## config.mk

```make
export PLATFORM = sky130hd
export DESIGN_NAME = dly_train_ctrl_flat
export DESIGN_NICKNAME = d
export VERILOG_FILES = /design/src/rtl/dly_train_if.sv /design/src/rtl/dly_train_ctrl.sv /design/src/flat_wrapper.sv
export SDC_FILE = /design/constraint.sdc
export NUM_CORES = 1
export LEC_CHECK = 0
export BUFFER_PORTS_ARGS = -buffer_cell sky130_fd_sc_hd__buf_2
export CAP_MARGIN = 0
export CORE_MARGIN = 2
export CORE_UTILIZATION = 45
export CTS_CLUSTER_DIAMETER = 50
export DETAILED_ROUTE_END_ITERATION = 10
export PLACE_DENSITY = 0.69
export SLEW_MARGIN = 30
export SYNTH_ARGS = -nofsm -noshare
export SYNTH_HDL_FRONTEND = slang
export SYNTH_SLANG_ARGS = --single-unit
```

## constraint.sdc

```tcl
create_clock -name clk -period 5.3 [get_ports clk]
set_input_delay 0.795 -clock clk [delete_from_list [all_inputs] [get_ports clk]]
set_output_delay 0.795 -clock clk [all_outputs]
set_load 0.03 [all_outputs]
```

## src/rtl/dly_train_if.sv

```systemverilog
// Signal bundle between the delay-training controller and the lane delay elements / data comparator.
`default_nettype none

interface dly_train_if #(
  parameter int W = 8
);
  logic             start;
  logic             idelayctrl_rdy;
  logic [W-1:0]     ld;
  logic [5*W-1:0]   cntvaluein;
  logic [5*W-1:0]   cntvalueout;
  logic             sample_req;
  logic             sample_ack;
  logic [W-1:0]     pass;
  logic             busy;
  logic             done;
  logic [W-1:0]     fail;
  logic [5*W-1:0]   final_tap;

  modport master (
    input  start, idelayctrl_rdy, cntvalueout, sample_ack, pass,
    output ld, cntvaluein, sample_req, busy, done, fail, final_tap
  );

  modport slave (
    output start, idelayctrl_rdy, cntvalueout, sample_ack, pass,
    input  ld, cntvaluein, sample_req, busy, done, fail, final_tap
  );
endinterface

`default_nettype wire

```

## src/rtl/dly_train_ctrl.sv

```systemverilog
// Per-lane input-delay training: sweeps all taps, finds the widest passing window per lane
// and loads its centre tap.
`default_nettype none

module dly_train_ctrl #(
  parameter int W      = 8,
  parameter int TAPS   = 32,
  parameter int SETTLE = 8
) (
  input  logic         clk,
  input  logic         reset_n,
  dly_train_if.master  bus
);

  localparam logic [3:0] ST_IDLE         = 4'd0;
  localparam logic [3:0] ST_WAIT_RDY     = 4'd1;
  localparam logic [3:0] ST_LOAD         = 4'd2;
  localparam logic [3:0] ST_SETTLE       = 4'd3;
  localparam logic [3:0] ST_SAMPLE       = 4'd4;
  localparam logic [3:0] ST_EVAL         = 4'd5;
  localparam logic [3:0] ST_APPLY        = 4'd6;
  localparam logic [3:0] ST_APPLY_SETTLE = 4'd7;
  localparam logic [3:0] ST_DONE         = 4'd8;

  localparam logic [4:0]  LAST_TAP    = 5'(TAPS - 1);
  localparam logic [15:0] SETTLE_LAST = 16'(SETTLE - 1);

  logic [3:0]     state;
  logic [4:0]     t;
  logic [15:0]    cnt;
  logic [W-1:0]   pass_q;
  logic [W-1:0]   fail_q;
  logic [5*W-1:0] final_q;

  logic           busy_w;
  logic           rdy_drop;
  logic           start_go;
  logic           clear_win;
  logic           eval_en;
  logic           settle_last;
  logic           last_tap;
  logic [W-1:0]   mismatch;
  logic [W-1:0]   no_win;
  logic [5*W-1:0] final_bus;

  assign busy_w      = (state != ST_IDLE) && (state != ST_DONE);
  // Losing IDELAYCTRL ready outranks every other event, including a same-cycle sample_ack.
  assign rdy_drop    = busy_w && (state != ST_WAIT_RDY) && !bus.idelayctrl_rdy;
  assign start_go    = bus.start && !busy_w;
  assign clear_win   = start_go || rdy_drop;
  assign eval_en     = (state == ST_EVAL) && !rdy_drop;
  assign settle_last = (state == ST_SETTLE) && (cnt == SETTLE_LAST);
  assign last_tap    = (t == LAST_TAP);

  always_ff @(posedge clk or negedge reset_n) begin
    if (!reset_n) begin
      state  <= ST_IDLE;
      t      <= 5'd0;
      cnt    <= 16'd0;
      pass_q <= '0;
    end else if (rdy_drop) begin
      state <= ST_WAIT_RDY;
      t     <= 5'd0;
      cnt   <= 16'd0;
    end else begin
      case (state)
        ST_IDLE, ST_DONE: begin
          if (bus.start) begin
            state <= ST_WAIT_RDY;
            t     <= 5'd0;
          end
        end
        ST_WAIT_RDY: begin
          if (bus.idelayctrl_rdy) state <= ST_LOAD;
        end
        ST_LOAD: begin
          state <= ST_SETTLE;
          cnt   <= 16'd0;
        end
        ST_SETTLE: begin
          if (cnt == SETTLE_LAST) begin
            state <= ST_SAMPLE;
            cnt   <= 16'd0;
          end else begin
            cnt <= cnt + 16'd1;
          end
        end
        ST_SAMPLE: begin
          if (bus.sample_ack) begin
            pass_q <= bus.pass;
            state  <= ST_EVAL;
          end
        end
        ST_EVAL: begin
          if (t < LAST_TAP) begin
            t     <= t + 5'd1;
            state <= ST_LOAD;
          end else begin
            state <= ST_APPLY;
          end
        end
        ST_APPLY: begin
          state <= ST_APPLY_SETTLE;
          cnt   <= 16'd0;
        end
        ST_APPLY_SETTLE: begin
          if (cnt == SETTLE_LAST) begin
            state <= ST_DONE;
            cnt   <= 16'd0;
          end else begin
            cnt <= cnt + 16'd1;
          end
        end
        default: state <= ST_IDLE;
      endcase
    end
  end

  for (genvar i = 0; i < W; i++) begin : g_lane
    logic       win_open;
    logic [4:0] win_start;
    logic [5:0] win_len;
    logic [4:0] best_start;
    logic [5:0] best_len;
    logic       p;
    logic       close_now;
    logic [4:0] cand_start;
    logic [5:0] cand_len;

    // Candidate is the window as it stands after this tap; it closes on a fail or at the last tap.
    assign p          = pass_q[i];
    assign cand_start = (p && !win_open) ? t : win_start;
    assign cand_len   = p ? (win_open ? win_len + 6'd1 : 6'd1) : win_len;
    assign close_now  = p ? last_tap : win_open;

    always_ff @(posedge clk or negedge reset_n) begin
      if (!reset_n) begin
        win_open   <= 1'b0;
        win_start  <= 5'd0;
        win_len    <= 6'd0;
        best_start <= 5'd0;
        best_len   <= 6'd0;
      end else if (clear_win) begin
        win_open   <= 1'b0;
        win_start  <= 5'd0;
        win_len    <= 6'd0;
        best_start <= 5'd0;
        best_len   <= 6'd0;
      end else if (eval_en) begin
        win_open  <= p && !last_tap;
        win_start <= cand_start;
        win_len   <= p ? cand_len : 6'd0;
        if (close_now && (cand_len > best_len)) begin
          best_start <= cand_start;
          best_len   <= cand_len;
        end
      end
    end

    assign final_bus[5*i +: 5] = best_start + best_len[5:1];
    assign no_win[i]           = (best_len == 6'd0);
    assign mismatch[i]         = (bus.cntvalueout[5*i +: 5] != t);
  end

  always_ff @(posedge clk or negedge reset_n) begin
    if (!reset_n) begin
      fail_q  <= '0;
      final_q <= '0;
    end else if (start_go) begin
      fail_q <= '0;
    end else if (!rdy_drop) begin
      if (settle_last) fail_q <= fail_q | mismatch;
      if (state == ST_APPLY) begin
        fail_q  <= fail_q | no_win;
        final_q <= final_bus;
      end
    end
  end

  assign bus.ld         = ((state == ST_LOAD) || (state == ST_APPLY)) ? '1 : '0;
  assign bus.cntvaluein = (state == ST_LOAD)  ? {W{t}} :
                          (state == ST_APPLY) ? final_bus : '0;
  assign bus.sample_req = (state == ST_SAMPLE);
  assign bus.busy       = busy_w;
  assign bus.done       = (state == ST_DONE);
  assign bus.fail       = fail_q;
  assign bus.final_tap  = final_q;

endmodule

`default_nettype wire

```

## src/flat_wrapper.sv

```systemverilog
// flat-port wrapper written by rule: the top's interface ports become plain ports
module dly_train_ctrl_flat 
#(
  parameter int W      = 8,
  parameter int TAPS   = 32,
  parameter int SETTLE = 8
)
  (clk, reset_n, bus_start, bus_idelayctrl_rdy, bus_cntvalueout, bus_sample_ack, bus_pass, bus_ld, bus_cntvaluein, bus_sample_req, bus_busy, bus_done, bus_fail, bus_final_tap);
  dly_train_if #(.W(W)) bus_i ();
  input  logic clk;
  input  logic reset_n;
  input wire logic [$bits(bus_i.start)-1:0] bus_start;
  input wire logic [$bits(bus_i.idelayctrl_rdy)-1:0] bus_idelayctrl_rdy;
  input wire logic [$bits(bus_i.cntvalueout)-1:0] bus_cntvalueout;
  input wire logic [$bits(bus_i.sample_ack)-1:0] bus_sample_ack;
  input wire logic [$bits(bus_i.pass)-1:0] bus_pass;
  output wire logic [$bits(bus_i.ld)-1:0] bus_ld;
  output wire logic [$bits(bus_i.cntvaluein)-1:0] bus_cntvaluein;
  output wire logic [$bits(bus_i.sample_req)-1:0] bus_sample_req;
  output wire logic [$bits(bus_i.busy)-1:0] bus_busy;
  output wire logic [$bits(bus_i.done)-1:0] bus_done;
  output wire logic [$bits(bus_i.fail)-1:0] bus_fail;
  output wire logic [$bits(bus_i.final_tap)-1:0] bus_final_tap;
  assign bus_i.start = bus_start;
  assign bus_i.idelayctrl_rdy = bus_idelayctrl_rdy;
  assign bus_i.cntvalueout = bus_cntvalueout;
  assign bus_i.sample_ack = bus_sample_ack;
  assign bus_i.pass = bus_pass;
  assign bus_ld = bus_i.ld;
  assign bus_cntvaluein = bus_i.cntvaluein;
  assign bus_sample_req = bus_i.sample_req;
  assign bus_busy = bus_i.busy;
  assign bus_done = bus_i.done;
  assign bus_fail = bus_i.fail;
  assign bus_final_tap = bus_i.final_tap;
  dly_train_ctrl #(.W(W), .TAPS(TAPS), .SETTLE(SETTLE)) u_core (.clk(clk), .reset_n(reset_n), .bus(bus_i));
endmodule
```

# Word level (Yosys, flattened, before mapping)
# Cells that the tools add are included.
[op_classes] n_lt_le_gt_ge=9 reduce_logical=82 n_addsub=18 bitwise_logic=4 eq_ne=27 n_mux=158
[op_table] operator="6-bit two-way mux" count=64
[op_table] operator="5-bit two-way mux" count=51
[op_table] operator="40-bit two-way mux" count=2
[op_table] operator="6-bit by 1-bit adder with 6-bit output (second input constant)" count=8
[op_table] operator="6-bit > comparator" count=8
[op_table] operator="6-bit zero test" count=8
[op_table] operator="5-bit adder" count=8
[op_table] operator="8-bit two-way mux" count=5
[op_table] operator="5-bit inequality test" count=8
[op_table] operator="16-bit two-way mux" count=2
[op_table] operator="16-bit one-hot mux with 2 select lines" count=1
[op_table] operator="4-bit one-hot mux with 8 select lines" count=1
[op_table] operator="1-bit logical AND" count=30
[op_table] operator="1-bit two-way mux" count=24
[op_table] operator="4-bit two-way mux" count=6
[op_table] operator="2-bit AND reduction" count=9
[op_table] operator="2-bit nonzero test" count=9
[op_table] operator="16-bit by 1-bit adder with 16-bit output (second input constant)" count=1
[op_table] operator="16-bit by 3-bit == test with 1-bit output (second input constant)" count=1
[op_table] operator="4-bit by 3-bit == test with 1-bit output (second input constant)" count=4
[op_table] operator="8-bit OR" count=2
[op_table] operator="3-bit by 2-bit inequality test with 1-bit output (second input constant)" count=5
[op_table] operator="1-bit zero test" count=12
[op_table] operator="5-bit one-hot mux with 2 select lines" count=1
[op_table] operator="19 further kinds" count=28
[word_totals] elab_cells=344 ff_bits=265 out_inout_bits=99 in_bits=53

# Logic depth before layout (Yosys ltp)
# Gate-level depths: netlist of run 1.
[depth] ltp_word=8 depth_mapped=13 mapped_depth_nobuf=12

# Least setup slack after synthesis of run 1
# OpenSTA, ideal clock, no wires.
[synth_timing] path_kind="reg2out" from="register u_core.g_lane[3].best_len[1]" to="output bus_cntvaluein[19]" stages_incl_launch_ff=7 arrival_ps=2115 slack_ps=2390 cell_sequence="dfrtp_1 > ha_1 > fa_1 > a21o_1 > a21oi_1 > xnor2_1 > o21ai_0"
[synth_between] elab_chain_cells=3
[synth_lines] item="start: declaration" line="dly_train_ctrl.sv:124" text="logic [5:0] best_len;"
[synth_lines] item="start signal: assignment" line="dly_train_ctrl.sv:155" text="best_len <= cand_len;"
[synth_lines] item="5-bit adder" line="dly_train_ctrl.sv:160" text="assign final_bus[5*i +: 5] = best_start + best_len[5:1];"
[synth_lines] item="40-bit two-way mux" line="dly_train_ctrl.sv:182" text="(state == ST_APPLY) ? final_bus : '0;"
[synth_lines] item="40-bit two-way mux" line="dly_train_ctrl.sv:181" text="assign bus.cntvaluein = (state == ST_LOAD) ? {W{t}} :"
[synth_lines] item="end: declaration" line="flat_wrapper.sv:18" text="output wire logic [$bits(bus_i.cntvaluein)-1:0] bus_cntvaluein;"
# Every way passes these cells.

# Worst setup path after layout of run 1
[layout_timing] from="register u_core.state[1]" to="output bus_cntvaluein[28]"
[layout_between] elab_chain_cells=3 word_cells_on_any_way=4
[layout_lines] item="start: declaration" line="dly_train_ctrl.sv:28" text="logic [3:0] state;"
[layout_lines] item="start signal: assignment" line="dly_train_ctrl.sv:57" text="state <= ST_IDLE;"
[layout_lines] item="start signal: assignment" line="dly_train_ctrl.sv:62" text="state <= ST_WAIT_RDY;"
[layout_lines] item="start signal: assignment" line="dly_train_ctrl.sv:69" text="state <= ST_WAIT_RDY;"
[layout_lines] item="4-bit by 3-bit == test with 1-bit output" line="dly_train_ctrl.sv:182"
[layout_lines] item="40-bit two-way mux" line="dly_train_ctrl.sv:182"
[layout_lines] item="40-bit two-way mux (*)" line="dly_train_ctrl.sv:181"
# Every way passes the cells marked *; elsewhere a longest branch is shown, timed or not.

==> flow_metrics.tcl, run 1 <==
set metrics [dict create \
    drive_gt1_share_pct 15.5 \
    path_class "reg2out" \
    status "finished, final reports clean" \
    overflow 0 \
    cts_tree "done" \
    grt_pass1_wl_mm 69.2 \
    tns_ns 0 \
    rsz0062_at_grt "false" \
    ir_worst_vdd_mv 0.308 \
    holdWs_ns 0.120 \
    cp-end-kind "primary output" \
    relSlewSlack_pct 36.7 \
    viasPerCell 5.74 \
    setup_violations 0 \
    syn_inst 1778 \
    synth.cell_area_um2 16200 \
    nets 1999 \
    drt-wirelength-per-cell_um 18.2 \
    antenna_found_initial 2 \
    timing.rr.start "u_core.pass_q[5]" \
    fp.dieH_um 193 \
    slew_violations 0 \
    finalWirelength_mm 42.5 \
    timing.rr.end "u_core.g_lane[5].best_start[4]" \
    grt_pass1_vias 12764 \
    netSwitchingFraction_pct 36.6 \
    clock_skew_ns 0.0152 \
    gp_congestion 0.833 \
    arrival_ns 3.06 \
    clkLatencyLatePin_ns 0.51 \
    area_growth_pct 12.8 \
    drt_iter0_markers 1024 \
    startpoint_type "register" \
    max-cap-violations 0 \
    core_um2 35500 \
    final_cell_mix "265 x dfrtp_1, 214 x nand2_1, 150 x buf_2" \
    yosys_register_bits 265 \
    ctsHtreeMaxLevel 2 \
    synth_cell_types 62 \
    synth_seq_area_share_pct 41.1 \
    hold_path.class "in2async" \
    clkTransAtPathRegs_ns 0.05 \
    combPwrFrac_pct 25.1 \
    syn_area_per_cell_um2 9.08 \
    rows 69 \
    root_buffer "clkbuf_16" \
    worstMarginPinSlew_ns 0.946 \
    power_density_nw_per_um2 349 \
    track_usage_pct 22.6 \
    clk_path_buf_depth 3 \
    drtAntennaViolNets 0 \
    finalCritPeriodShare_pct 72.8 \
    final_util_pct 51.3 \
    final_common_cell "dfrtp_1" \
    vias 13402 \
    multi_input_area_um2 8530 \
    p_int_w 0.00404 \
    yosysWarnings 0 \
    grt_max_degree 112 \
    synth_edf_count 0 \
    seq_area_um2 6630 \
    die_area_um2 37400 \
    synth_nets 1930 \
    clockPowerShare_pct 37.7 \
    reg2reg_depth 9 \
    cts_resized 0 \
    portBuffers 151 \
    path_cells "nand2b_1 -> nor3_1 -> nand2_1 -> o21ai_0 -> buf_2" \
    p_seq_share_pct 37.2 \
    power_switching_w 0.00233 \
    ios 152 \
    dp_hpwl_mm 29.1 \
    slowest_stage "nor3_1" \
    fmax_mhz 259 \
    cts-buffers-inserted 35 \
    crit_fanout 14 \
    cp.required_ns 4.51 \
    leakage_nw 8.52 \
    hold_viol 0 \
    cp_slowest_stage_delay_ns 0.73 \
    cts_setup_buffers 0 \
    cts_hold_buffers 0 \
    synth_async_sr_flop_share_pct 100 \
    clock_sinks 265 \
    drc_errors 0 \
    synth_ff_type "dfrtp_1" \
    drtPass1Iterations 5 \
    nFillCells 3139 \
    start_util_pct 45.5 \
    rrSetupSlack_ns 1.77 \
    post-route-min-period_ns 3.86 \
    fp.dieW_um 193 \
]
==> routing by layer <==
layer  part of all wire, %  GRT usage [%]  vias up
met3                   6.3           3.68       62
li1                      -              -     6429
met2                    46           36.6      403
met5                 0.028              0        -
met1                    45           31.7     6506
met4                   2.2           5.80        2
==> sequential cells by signal, indices dropped and copies added (netlist names) <==
signal / count
u_core.g_lane.win_open: 8
u_core.g_lane.best_start: 40
u_core.g_lane.best_len: 48
u_core.bus.final_tap: 40
u_core.state: 4
u_core.t: 5
u_core.pass_q: 8
u_core.g_lane.win_start: 40
u_core.cnt: 16
u_core.bus.fail: 8
u_core.g_lane.win_len: 48
==> worst max-delay path: cells and delay by family, from the launching register on <==
| kind | cells | cell delay, ns |
|---|---|---|
| and+or+nand+nor | 3 | 1.39 |
| buffers and inverters | 1 | 0.27 |
| AOI/OAI and AO/OA | 1 | 0.29 |
| DFF | 1 | 0.58 |
==> cell families after synthesis <==
group	synth area share (%)
compound gates	18.8
xor+xnor	4.34
fa+ha+maj	8.04
buf+inv	6.37
flops	41.1
mux	3.99
simple gates	17.4
==> power groups by stage <==
stage | clock (W) | sequential [W] | combinational [W]
floorplan | 0 | 0.00231 | 0.00131
global placement | 0 | 0.00238 | 0.00155
detailed placement | 0 | 0.00240 | 0.00158
CTS | 0.00244 | 0.00236 | 0.00158
global route | 0.00252 | 0.00240 | 0.00175
finish | 0.00240 | 0.00237 | 0.00160
==> worst max-delay path by stage <==
| stage | startpoint | endpoint | slack [ns] | depth (start not counted) |
|---|---|---|---|---|
| global route | u_core.state[0] | bus_cntvaluein[28] | 1.32 | 5 |
| finish | u_core.state[1] | bus_cntvaluein[28] | 1.44 | 5 |
| detailed placement | u_core.pass_q[5] | u_core.g_lane[5].best_start[4] | 1.84 | 9 |
| global placement | u_core.pass_q[5] | u_core.g_lane[5].best_start[0] | 2.00 | 9 |
| floorplan | u_core.g_lane[3].best_len[1] | bus_cntvaluein[19] | 2.39 | 6 |
| CTS | u_core.state[1] | bus_cntvaluein[28] | 1.51 | 5 |
==> layout make-up <==
class	count	share of cell area, %
diodes	1	0.0137
clock inverters	16	1.02
clock buffers	46	5.43
inverters	90	1.85
well taps	461	3.17
flip-flops and latches	265	36.4
repair buffers	171	5.30
multi-input cells	1284	46.8
==> metrics by stage <==
step	std cells	setup WS [ns]	cell area (µm²)	total power, W
floorplan	1778	2.39	16200	0.00362
global placement	2266	2.00	16900	0.00393
detailed placement	2267	1.84	17000	0.00398
CTS	2329	1.51	18100	0.00638
global route	2333	1.32	18200	0.00667
finish	2334	1.44	18200	0.00636
==> synth_stat cells (4+ instances only) <==
library cell | number | area, µm²
mux2_2 | 19 | 214
dfrtp_1 | 265 | 6630
nor2b_1 | 23 | 144
or3_1 | 8 | 50.1
buf_1 | 15 | 56.3
buf_4 | 21 | 158
a32o_1 | 5 | 50.1
and3_1 | 6 | 37.5
ha_1 | 91 | 1140
o31a_2 | 4 | 40.0
a21o_1 | 29 | 218
mux2i_1 | 43 | 430
fa_1 | 8 | 160
a21boi_0 | 5 | 37.5
nor2_1 | 90 | 338
nand3b_1 | 27 | 203
or4_1 | 6 | 45.0
o21ai_0 | 142 | 711
nor4_1 | 5 | 31.3
a22o_1 | 11 | 96.3
nand3_1 | 122 | 611
xor2_1 | 41 | 359
nand2_1 | 215 | 807
nand2b_1 | 12 | 75.1
o31ai_1 | 45 | 338
o2bb2ai_1 | 7 | 61.3
clkbuf_1 | 46 | 173
o21a_1 | 8 | 60.1
a211oi_1 | 29 | 218
xnor2_1 | 39 | 342
inv_1 | 90 | 338
a311oi_1 | 5 | 43.8
a31oi_1 | 12 | 75.1
nor3_1 | 36 | 180
nand4_1 | 20 | 125
o41ai_1 | 4 | 35.0
and2_1 | 6 | 37.5
buf_2 | 53 | 265
o41ai_2 | 5 | 81.3
a21oi_1 | 106 | 531
a211oi_2 | 21 | 263
and4_1 | 5 | 43.8
Power figures use the tool's default switching activity.
==> inputs of run 2 (changes only) <==
Settings changed: PLACE_DENSITY 0.69 to 0.72.
Clock period 5.3 ns to 3.1 ns, I/O delays scaled along.
==> flow_metrics.tcl, run 2 (synthesized netlist as in run 1, its figures left out) <==
set metrics [dict create \
    status "finished, final reports clean" \
    relSlewSlack_pct 46.9 \
    area_growth_pct 15.5 \
    fp.dieW_um 193 \
    arrival_ns 2.52 \
    ir_worst_vdd_mv 0.477 \
    leakage_nw 8.74 \
    cts-buffers-inserted 35 \
    grt_pass1_wl_mm 69.6 \
    grt_pass1_vias 13173 \
    ios 152 \
    m1WireLength_mm 19.0 \
    rows 69 \
    p_int_w 0.00718 \
    highest_layer "met5" \
    reg_top3 "u_core.g_lane.best_len (48), u_core.g_lane.win_len (48)" \
    rsz0062_at_grt "false" \
    drc_errors 0 \
    pre_cts_slack_ns 0.164 \
    tns_ns 0 \
    max-cap-violations 0 \
    combPwrFrac_pct 28.2 \
    setup_violations 0 \
    slew_violations 0 \
    worst_slack_ns 0.119 \
    drtAntennaViolNets 0 \
    overflow 0 \
    startpoint_type "register" \
    cp-startpoint "u_core.g_lane[0].best_len[1]" \
    post-route-min-period_ns 2.98 \
    holdWs_ns 0.180 \
    clkLatencyLatePin_ns 0.52 \
    gp_congestion 0.867 \
    cts_tree "done" \
    clk_path_buf_depth 3 \
    nets 2040 \
    worstHoldStart "bus_pass[1]" \
    crit_fanout 3 \
    netSwitchingFraction_pct 36.0 \
    track_usage_pct 22.6 \
    wl_met3_mm 2.72 \
    finalWirelength_mm 43.4 \
    vias 13748 \
    clock_skew_ns 0.0255 \
    fp.dieH_um 193 \
    path_class "reg2out" \
    dr_wl_met2_mm 20.1 \
    final_util_pct 52.6 \
    final_cell_mix "265 x dfrtp_1, 214 x nand2_1, 149 x buf_2" \
    die_area_um2 37400 \
    power_density_nw_per_um2 601 \
    drt-wirelength-per-cell_um 18.3 \
    worstMarginPinSlew_ns 0.795 \
    ctsHtreeMaxLevel 2 \
    timing.rr.start "u_core.g_lane[3].win_len[0]" \
    p_seq_share_pct 34.6 \
    root_buffer "clkbuf_16" \
    core_um2 35500 \
    drtPass1Iterations 5 \
    clock_sinks 265 \
    hold_viol 0 \
    viasPerCell 5.79 \
    cp.required_ns 2.63 \
    hold_path.class "in2reg" \
    dp_hpwl_mm 29.9 \
    start_util_pct 45.5 \
    cp-end-kind "primary output" \
    clockPowerShare_pct 37.3 \
    portBuffers 151 \
    power_switching_w 0.00404 \
    diodes 0 \
    grt_max_degree 79 \
    finalCritPeriodShare_pct 96.2 \
    clkTransAtPathRegs_ns 0.05 \
    drive_gt1_share_pct 17.6 \
    final_common_cell "dfrtp_1" \
    antenna_found_initial 1 \
    drt_iter0_markers 915 \
    finalPower_w 0.0112 \
    fmax_mhz 335 \
]
[run 2: layer usage]
layer | global-route usage, % | up-vias
li1 | - | 6528
met1 | 30.5 | 6661
met2 | 36.5 | 465
met3 | 3.89 | 92
met4 | 8.43 | 2
met5 | 0 | -
[run 2: cell type report]
cell class	count	area, µm²
clock buffer	46	988
clock inverter	17	219
fill	3100	16800
inverter	90	338
multi-input combinational	1290	8600
sequential	265	6630
tap	461	577
timing repair buffer	206	1300
[run 2: critical path, cell delays in order (launching register included)]
cell	delay (ns)
dfrtp_1	0.40
ha_1	0.20
inv_1	0.06
fa_1	0.39
inv_1	0.07
a21o_1	0.11
a21oi_1	0.07
xnor2_1	0.36
o21ai_0	0.13
buf_2	0.22
[run 2: final timing paths]
kind	depth (start not counted)	endpoint	slack, ns
worst max-delay path	9	bus_cntvaluein[4]	0.12
worst min-delay path	2	u_core.pass_q[1]	0.18
worst max register to register	9	u_core.g_lane[3].best_start[2]	0.20
worst min register to register	2	u_core.bus.final_tap[2]	0.47
max in group asynchronous	3	u_core.bus.final_tap[17]	1.83
min in group asynchronous	2	u_core.cnt[11]	0.49
[run 2: what timing repair did]
action	in CTS	in global routing
resized for setup	0	12
endpoints found under the hold margin	54	0
setup buffers	0	1
hold buffers	1	0
endpoints found under the setup margin	0	28
[run 2: power groups by stage]
| stage | Sequential [W] | Combinational [W] | Clock (W) |
|---|---|---|---|
| 2_1_floorplan | 0.00395 | 0.00224 | 0 |
| 3_3_place_gp | 0.00393 | 0.00308 | 0 |
| 3_5_place_dp | 0.00393 | 0.00313 | 0 |
| 4_1_cts | 0.00387 | 0.00314 | 0.00424 |
| 5_1_grt | 0.00391 | 0.00343 | 0.00438 |
| 6_report | 0.00388 | 0.00316 | 0.00418 |
[run 2: metrics by stage]
step / std cells / instance area [µm²]
global route: 2375 / 18700
global placement: 2304 / 17300
CTS: 2368 / 18500
detailed placement: 2304 / 17300
finish: 2375 / 18700
floorplan: 1778 / 16200
